`src/rtl/id_ex_stall_register_pkg.sv`:
```
// Shared definitions for the ID/EX stall register: control bundle layout,
// stall FSM encoding and the hardwired-zero register address.
package id_ex_stall_register_pkg;

    localparam int unsigned CTRL_W       = 9;

    // Control bundle bit positions
    localparam int unsigned REG_WRITE_B  = 0;
    localparam int unsigned MEM_READ_B   = 1;
    localparam int unsigned MEM_WRITE_B  = 2;
    localparam int unsigned ALU_SRC_B    = 3;
    localparam int unsigned MEM_TO_REG_B = 4;
    localparam int unsigned ALU_OP_LSB   = 5;
    localparam int unsigned ALU_OP_W     = 4;

    localparam int unsigned ZERO_REG     = 0;

    typedef enum logic {
        RUN   = 1'b0,
        STALL = 1'b1
    } stall_state_t;

    function automatic logic [ALU_OP_W-1:0] ctrl_alu_op(input logic [CTRL_W-1:0] ctrl);
        return ctrl[ALU_OP_LSB +: ALU_OP_W];
    endfunction

endpackage

```
`src/rtl/id_ex_stall_register_hazard_detect.sv`:
```
// Combinational RAW hazard detection of the ID sources against in-flight writers.
// Build option: ID_WB_BYPASS_EN removes the WB stage from the comparison.
module hazard_detect
    import id_ex_stall_register_pkg::*;
#(
    parameter int unsigned ADDR_W = 5
) (
    input  logic              id_valid,
    input  logic              flush,
    input  logic [ADDR_W-1:0] id_rs,
    input  logic [ADDR_W-1:0] id_rt,
    input  logic              id_uses_rt,
    input  logic              ex_write,
    input  logic [ADDR_W-1:0] ex_dest,
    input  logic              mem_reg_write,
    input  logic [ADDR_W-1:0] mem_dest,
    input  logic              wb_reg_write,
    input  logic [ADDR_W-1:0] wb_dest,
    output logic              hazard
);

    function automatic logic match(input logic [ADDR_W-1:0] d, input logic w);
        return w && (d != ADDR_W'(ZERO_REG)) &&
               ((d == id_rs) || (id_uses_rt && (d == id_rt)));
    endfunction

    logic wb_match;

`ifdef ID_WB_BYPASS_EN
    logic unused_wb;
    assign unused_wb = wb_reg_write ^ (^wb_dest);
    assign wb_match  = 1'b0;
`else
    assign wb_match  = match(wb_dest, wb_reg_write);
`endif

    assign hazard = id_valid && !flush &&
                    (match(ex_dest, ex_write) || match(mem_dest, mem_reg_write) || wb_match);

endmodule

```
`src/rtl/id_ex_stall_register.sv`:
```
// ID/EX pipeline register with RAW-hazard stall, bubble injection and stall statistics.
// Build option: ID_WB_BYPASS_EN forwards the WB write data into the captured operands.
module id_ex_stall_register
    import id_ex_stall_register_pkg::*;
#(
    parameter int unsigned DATA_W = 32,
    parameter int unsigned ADDR_W = 5,
    parameter int unsigned CTRL_W = id_ex_stall_register_pkg::CTRL_W,
    parameter int unsigned CNT_W  = 16
) (
    input  logic              clk,
    input  logic              rst,
    input  logic              flush,
    input  logic              id_valid,
    input  logic [ADDR_W-1:0] id_rs,
    input  logic [ADDR_W-1:0] id_rt,
    input  logic [ADDR_W-1:0] id_rd_dest,
    input  logic              id_uses_rt,
    input  logic [DATA_W-1:0] id_rs_data,
    input  logic [DATA_W-1:0] id_rt_data,
    input  logic [DATA_W-1:0] id_imm,
    input  logic [CTRL_W-1:0] id_ctrl,
    input  logic              mem_reg_write,
    input  logic [ADDR_W-1:0] mem_dest,
    input  logic              wb_reg_write,
    input  logic [ADDR_W-1:0] wb_dest,
    input  logic [DATA_W-1:0] wb_data,
    output logic              hold_pc,
    output logic              hold_if_id,
    output logic              ex_valid,
    output logic [DATA_W-1:0] ex_rs_data,
    output logic [DATA_W-1:0] ex_rt_data,
    output logic [DATA_W-1:0] ex_imm,
    output logic [ADDR_W-1:0] ex_dest,
    output logic [CTRL_W-1:0] ex_ctrl,
    output logic [CNT_W-1:0]  stall_count
);

    logic         hazard_raw;
    logic         stall;
    logic [DATA_W-1:0] rs_sel;
    logic [DATA_W-1:0] rt_sel;
    stall_state_t state, state_next;

    hazard_detect #(
        .ADDR_W (ADDR_W)
    ) u_hazard_detect (
        .id_valid      (id_valid),
        .flush         (flush),
        .id_rs         (id_rs),
        .id_rt         (id_rt),
        .id_uses_rt    (id_uses_rt),
        .ex_write      (ex_valid && ex_ctrl[REG_WRITE_B]),
        .ex_dest       (ex_dest),
        .mem_reg_write (mem_reg_write),
        .mem_dest      (mem_dest),
        .wb_reg_write  (wb_reg_write),
        .wb_dest       (wb_dest),
        .hazard        (hazard_raw)
    );

    // Reset also drops the holds so the front end is released immediately.
    assign stall      = hazard_raw && rst;
    assign hold_pc    = stall;
    assign hold_if_id = stall;

`ifdef ID_WB_BYPASS_EN
    always_comb begin
        rs_sel = id_rs_data;
        rt_sel = id_rt_data;
        if (wb_reg_write && (wb_dest != ADDR_W'(ZERO_REG))) begin
            if (wb_dest == id_rs) rs_sel = wb_data;
            if (wb_dest == id_rt) rt_sel = wb_data;
        end
    end
`else
    logic unused_wb_data;
    assign unused_wb_data = ^wb_data;
    assign rs_sel = id_rs_data;
    assign rt_sel = id_rt_data;
`endif

    always_comb begin
        state_next = state;
        case (state)
            RUN:     if (stall)  state_next = STALL;
            STALL:   if (!stall) state_next = RUN;
            default: state_next = RUN;
        endcase
    end

    always_ff @(posedge clk or negedge rst) begin
        if (!rst) begin
            state       <= RUN;
            stall_count <= '0;
        end else begin
            state <= state_next;
            if ((state_next == STALL) && (stall_count != '1))
                stall_count <= stall_count + CNT_W'(1);
        end
    end

    // Bubbles clear only valid/ctrl/dest; operand registers keep their old contents.
    always_ff @(posedge clk or negedge rst) begin
        if (!rst) begin
            ex_valid   <= 1'b0;
            ex_rs_data <= '0;
            ex_rt_data <= '0;
            ex_imm     <= '0;
            ex_dest    <= '0;
            ex_ctrl    <= '0;
        end else if (flush || stall) begin
            ex_valid   <= 1'b0;
            ex_dest    <= '0;
            ex_ctrl    <= '0;
        end else begin
            ex_valid   <= id_valid;
            ex_rs_data <= rs_sel;
            ex_rt_data <= rt_sel;
            ex_imm     <= id_imm;
            ex_dest    <= id_rd_dest;
            ex_ctrl    <= id_ctrl;
        end
    end

endmodule
```
`config.mk`:
```
export PLATFORM = sky130hd
export DESIGN_NAME = id_ex_stall_register
export DESIGN_NICKNAME = d
export VERILOG_FILES = /design/src/rtl/id_ex_stall_register_pkg.sv /design/src/rtl/id_ex_stall_register_hazard_detect.sv /design/src/rtl/id_ex_stall_register.sv
export SDC_FILE = /design/constraint.sdc
export NUM_CORES = 1
export LEC_CHECK = 0
export ABC_CLOCK_PERIOD_IN_PS = 3100
export CELL_PAD_IN_SITES_DETAIL_PLACEMENT = 1
export CELL_PAD_IN_SITES_GLOBAL_PLACEMENT = 1
export CORE_ASPECT_RATIO = 0.75
export CORE_MARGIN = 2
export CORE_UTILIZATION = 40
export DETAILED_ROUTE_END_ITERATION = 7
export DONT_BUFFER_PORTS = 1
export HOLD_SLACK_MARGIN = 0.06
export PLACE_DENSITY = 0.74
export SKIP_LAST_GASP = 1
export SYNTH_ARGS = -nofsm -noshare
export SYNTH_HDL_FRONTEND = slang
export SYNTH_HIERARCHICAL = 1
export SYNTH_SLANG_ARGS = --single-unit
```
`constraint.sdc`:
```
create_clock -name clk -period 3.1 [get_ports clk]
set_clock_uncertainty 0.1 [all_clocks]
set_input_delay 0.62 -clock clk [delete_from_list [all_inputs] [get_ports clk]]
set_output_delay 0.62 -clock clk [all_outputs]
set_load 0.03 [all_outputs]
```
; After elaboration in Yosys (flattened, before gate mapping)
; Cells that the tools add are included.
; Widths: inputs -> output; s select.
[classes]
add_sub_neg = 1
n_mux = 4
n_reduce_logical = 24
n_eq_ne = 7
[ops]
columns = operator, n
row1 = $eq 5x5->1, 6
row2 = $add 16x1->16 const B, 1
row3 = $ne 16x16->1 const B, 1
row4 = $reduce_bool 5->1, 3
row5 = $logic_and 1x1->1, 14
row6 = $mux 9, 1
row7 = $logic_or 1x1->1, 6
row8 = $mux 5, 1
row9 = $mux 1, 2
row10 = $logic_not 1->1, 1
[totals]
reg_bits = 127

; Depth between registers and ports, before layout
[logic_depth]
ltp_word = 10
depth_mapped = 11

; Hierarchy
; Netlist, hierarchy kept.
[modules_own_cells]
columns = mod, seq_area_each_um2, instances, area_per_inst_um2, cells_each
row1 = id_ex_stall_register, 3178.0, 1, 4782.1, 304
row2 = hazard_detect, 0.0, 1, 394.1, 51

; Worst setup path after synthesis
; Ideal clock, no wire load.
[synth_timing]
path_kind = input -> register
startpoint = input wb_dest[1]
endpoint = register ex_imm[18]
cell_stages = 9
setup_time_ns = 0.125
n_path_buf = 2
arrival_ns = 2.582
setup_slack_ns = 0.293
cell_sequence = or4_1 o2111ai_1 o221ai_1 nand2_1 inv_1 nor2_1 buf_2 buf_2 mux2_2
[synth_via]
elab_chain_cells = 8
elab_cells_between_ends = 11
[synth_rtl]
columns = item, line
row1 = from (decl), id_ex_stall_register.sv:26  ; input logic [ADDR_W-1:0] wb_dest,
row2 = $eq 5x5->1, id_ex_stall_register_hazard_detect.sv:24  ; ((d == id_rs) || (id_uses_rt && (d == id_rt)));
row3 = $logic_and 1x1->1, id_ex_stall_register_hazard_detect.sv:24
row4 = $logic_or 1x1->1, id_ex_stall_register_hazard_detect.sv:24
row5 = $logic_and 1x1->1 *, id_ex_stall_register_hazard_detect.sv:23  ; return w && (d != ADDR_W'(ZERO_REG)) &&
row6 = $logic_or 1x1->1 *, id_ex_stall_register_hazard_detect.sv:38  ; (match(ex_dest, ex_write) || match(mem_dest, mem_reg_write) || wb_match);
row7 = $logic_and 1x1->1 *, id_ex_stall_register_hazard_detect.sv:37  ; assign hazard = id_valid && !flush &&
row8 = net hazard_raw, id_ex_stall_register.sv:39  ; logic hazard_raw;
row9 = $logic_and 1x1->1 *, id_ex_stall_register.sv:63  ; assign stall = hazard_raw && rst;
row10 = net hold_if_id, id_ex_stall_register.sv:29  ; output logic hold_if_id,
row11 = $logic_or 1x1->1 *, id_ex_stall_register.sv:112  ; end else if (flush || stall) begin
row12 = to (signal assigned), id_ex_stall_register.sv:120  ; ex_imm <= id_imm;
row13 = to (decl), id_ex_stall_register.sv:33  ; output logic [DATA_W-1:0] ex_imm,
; Mark *: on every way through the listed nets, which the timed path passes. The rest lies on a longest branch.
; A chain may end at the register's enable or synchronous reset.

; Final worst setup path
[layout_timing]
startpoint = register ex_dest[4]
endpoint = output hold_if_id
[layout_via]
elab_chain_cells = 8
elab_cells_between_ends = 11
[layout_rtl]
columns = item, line
row1 = from (decl), id_ex_stall_register.sv:34  ; output logic [ADDR_W-1:0] ex_dest,
row2 = from (signal assigned), id_ex_stall_register.sv:121  ; ex_dest <= id_rd_dest;
row3 = $eq 5x5->1, id_ex_stall_register_hazard_detect.sv:24
row4 = $logic_and 1x1->1, id_ex_stall_register_hazard_detect.sv:24
row5 = $logic_or 1x1->1, id_ex_stall_register_hazard_detect.sv:24
row6 = $logic_and 1x1->1 *, id_ex_stall_register_hazard_detect.sv:23
row7 = $logic_or 1x1->1 * (2 in a row), id_ex_stall_register_hazard_detect.sv:38
row8 = $logic_and 1x1->1 *, id_ex_stall_register_hazard_detect.sv:37
row9 = net hazard_raw, id_ex_stall_register.sv:39
row10 = $logic_and 1x1->1 *, id_ex_stall_register.sv:63
row11 = to (decl), id_ex_stall_register.sv:29
; Marked as above.

==> implementation parameters <==
Parameter                              Value

Timing
  Final hold violation count    127
  Max-slew violation count    0
  Slew at the pin closest to its max-slew limit    0.535 ns
  Number of failing setup endpoints in the final timing report    0
  Post-layout worst setup margin    0.199 ns
  Maximum clock frequency    345 MHz
  Post-layout min period    2.90 ns
  Hold WS    -0.188 ns
  Max-slew headroom at the worst pin    64.3%
  Share of the clock period used by the worst path after layout    93.6%
  Total Negative Setup Slacks    0 ns
  Setup repair after global routing missed its margin    false

CTS
  Clock root buffer    sky130_fd_sc_hd__clkbuf_16
  Number of clock sinks    127
  TritonCTS clock tree    yes
  Number of buffers added by the clock tree synthesis step    17
  # H-tree levels    4
  Setup Fix Bufs, Post-CTS    0
  Clk slew on worst S/H paths    0.06 ns
  Max Root-Sink Buffers    2
  Clock latency at the later pin of the worst-skew pair    0.40 ns

Yosys
  Yosys warns    6
  Average instance area after synthesis    14.6 µm²
  Post-Synthesis Cell Area    5180 µm²
  Part of the Yosys area used for sequential elements    61.4%
  Flip-flop and latch count after synthesis    127
  Count of cell types in the netlist    29
  Net count after synthesis    525
  Number of instances in the synthesized netlist    355

GRT
  Number of antenna violations at the first check in global routing    0
  Number of global-route vias before repair    3265
  Total Routing Usage GR    17.6%
  First-pass GRT wire length    18400 µm
  Remaining global-route overflow    0
  Largest net degree at the start of global routing    129

Cells and area
  Relative area change from synthesis to final layout    17.4%
  Most frequent standard cell in the layout excluding fill and tap cells    sky130_fd_sc_hd__dfrtp_1
  Number of antenna cells inserted    0
  Top library cells by usage in the layout, fill and taps aside    125 x sky130_fd_sc_hd__dfrtp_1, 97 x sky130_fd_sc_hd__mux2_2, 30 x sky130_fd_sc_hd__xnor2_1
  Layout cell share with drive strength beyond 1    36.9%
  Final net count    536

Setup path
  Data arrival time of the worst path    2.18 ns
  Required arrival time at the worst endpoint    2.38 ns
  Kind of start point of the critical path    flop
  Nature of the critical path endpoint    output pin
  Crit-path max FO    4
  Path type of the worst setup path    reg2out

Die
  Count of standard-cell rows    35
  Die width    135 µm
  DIE AREA    13900 µm²
  Top-level I/O count    298
  Core area    12400 µm²
  Die Ht    103 µm
  Effective utilization at floorplan    41.6%

Power
  Power density of the placed cells    786 nW/µm²
  Share of total power in the clock network    48.1%
  Internal    0.00349 W
  Pleak    2.54 nW
  Sequential share of power    46.6%
  Net switching power    0.00129 W
  Total power of the final layout    0.00478 W
  Highest ir drop seen on vdd    0.000362 V
  Sw frac    26.9%
  Portion of total power attributed to combinational logic    5.3%

Status
  Failing checks    negative hold slack
  Status    complete, but fails checks

Detailed routing
  Average routed wire per standard cell    22.4 µm
  Vias post-DR    2968
  Detailed-route DRC error count    0
  Number of nets with antenna violations after routing    0
  Initial DRC Count    135
  Aggregate routed wire length    12200 µm
  Drt first pass iters    6
  Number of vias per cell after detailed routing    5.45

Placed design
  DP Worst Slack    0.172 ns
  Total half-perimeter wirelength after legalization and detailed placement    8860 µm
  Quantity of I/O buffers inserted on ports    0
  Gp weighted congestion    0.825

Run
  Total of max-cap violations    0

Worst hold path
  Hold Crit Class    in2async
-- registers in the layout, indices dropped and copies added (netlist names) --
signal / count
ex_ctrl: 9
ex_dest: 5
stall_count: 16
ex_valid: 1
ex_imm: 32
ex_rs_data: 32
ex_rt_data: 32
-- cell usage after synthesis, drive strengths merged --
master,number,share of area (%)
and2,17,2.1
nor2,4,0.29
nand2,7,0.51
o21a,1,0.15
nor2b,1,0.12
and3,1,0.12
nand4,10,1.2
xor2,14,2.4
buf,13,1.4
o211ai,2,0.29
inv,1,0.072
ha,1,0.24
nand3,11,1.2
o2111ai,2,0.34
or4,3,0.44
a31oi,2,0.24
o221ai,1,0.17
clkbuf,1,0.072
xnor2,30,5.1
nor4,3,0.36
dfrtp,127,61
o41a,1,0.22
mux2,97,21
o22ai,1,0.12
and4,1,0.17
nor3,3,0.29
-- worst max-delay path, stage by stage (launching register included) --
cell                       delay [ns]
sky130_fd_sc_hd__dfrtp_2         0.50
sky130_fd_sc_hd__or4_1           0.52
sky130_fd_sc_hd__o211ai_1        0.20
sky130_fd_sc_hd__o221ai_1        0.15
sky130_fd_sc_hd__nand2_1         0.15
sky130_fd_sc_hd__inv_2           0.09
sky130_fd_sc_hd__buf_6           0.17
-- layer usage --
| metal | share of wire [%] | routed length, µm | track usage (%) |
|---|---|---|---|
| met5 | 0 | 0 | 0 |
| met3 | 12 | 1480 | 9.24 |
| met2 | 51 | 6240 | 29.3 |
| met4 | 0.95 | 116 | 5.93 |
| met1 | 36 | 4370 | 19.8 |
-- logic make-up (layout without fill, tap and decap cells) --
logic type      count (synthesis)  count (layout)  share of synthesized area (%)
fa+ha+maj                       1               1                          0.242
buf+inv                        15              39                           1.57
flops                         127             127                           61.4
compound gates                 10              10                           1.52
mux                            97              97                           21.1
xor+xnor                       44              44                           7.45
simple gates                   61              61                           6.72
-- final timing paths --
kind                       slack [ns]               to  cells past startpoint             from
min in group clk                 0.23       ex_ctrl[3]                      1       id_ctrl[3]
hold reg to reg                  0.61  stall_count[15]                      1  stall_count[15]
hold / removal                  -0.19       ex_imm[14]                      0              rst
setup / recovery                 0.20       hold_if_id                      6       ex_dest[4]
max in group asynchronous        2.83       ex_dest[1]                      0              rst
setup reg to reg                 0.38       ex_imm[27]                      8       ex_dest[4]
-- power by group through the flow --
| stage | logic (W) | clock network [W] | registers (W) |
|---|---|---|---|
| 3_3_place_gp | 0.000239 | 0 | 0.00226 |
| 5_1_grt | 0.000280 | 0.00242 | 0.00225 |
| 3_5_place_dp | 0.000256 | 0 | 0.00226 |
| 6_report | 0.000252 | 0.00230 | 0.00223 |
| 4_1_cts | 0.000255 | 0.00236 | 0.00223 |
| 2_1_floorplan | 0.000215 | 0 | 0.00221 |
-- stage by stage --
stage / utilization, % / instances / cell area [µm²]
after floorplan: - / 355 / 5180
after global placement: 43.3 / 513 / 5380
after detailed placement: 43.3 / 513 / 5380
after CTS: 48.8 / 545 / 6070
after global routing: 48.9 / 545 / 6080
final: 48.9 / 545 / 6080
-- repair_timing --
action                                 in CTS  in global routing
pin swaps                                   0                  0
gates resized for setup                     1                  4
setup endpoints to repair                   2                  2
endpoints found under the hold margin     127                127
-- area by class of cell --
cell class	instances	area, µm²
multi-input combinational	213	1930
timing repair buffer	6	73.8
fill	1240	6360
clock buffer	18	429
tap	166	208
clock inverter	14	253
inverter	1	3.75
sequential	127	3180
Power figures use the tool's default switching activity.
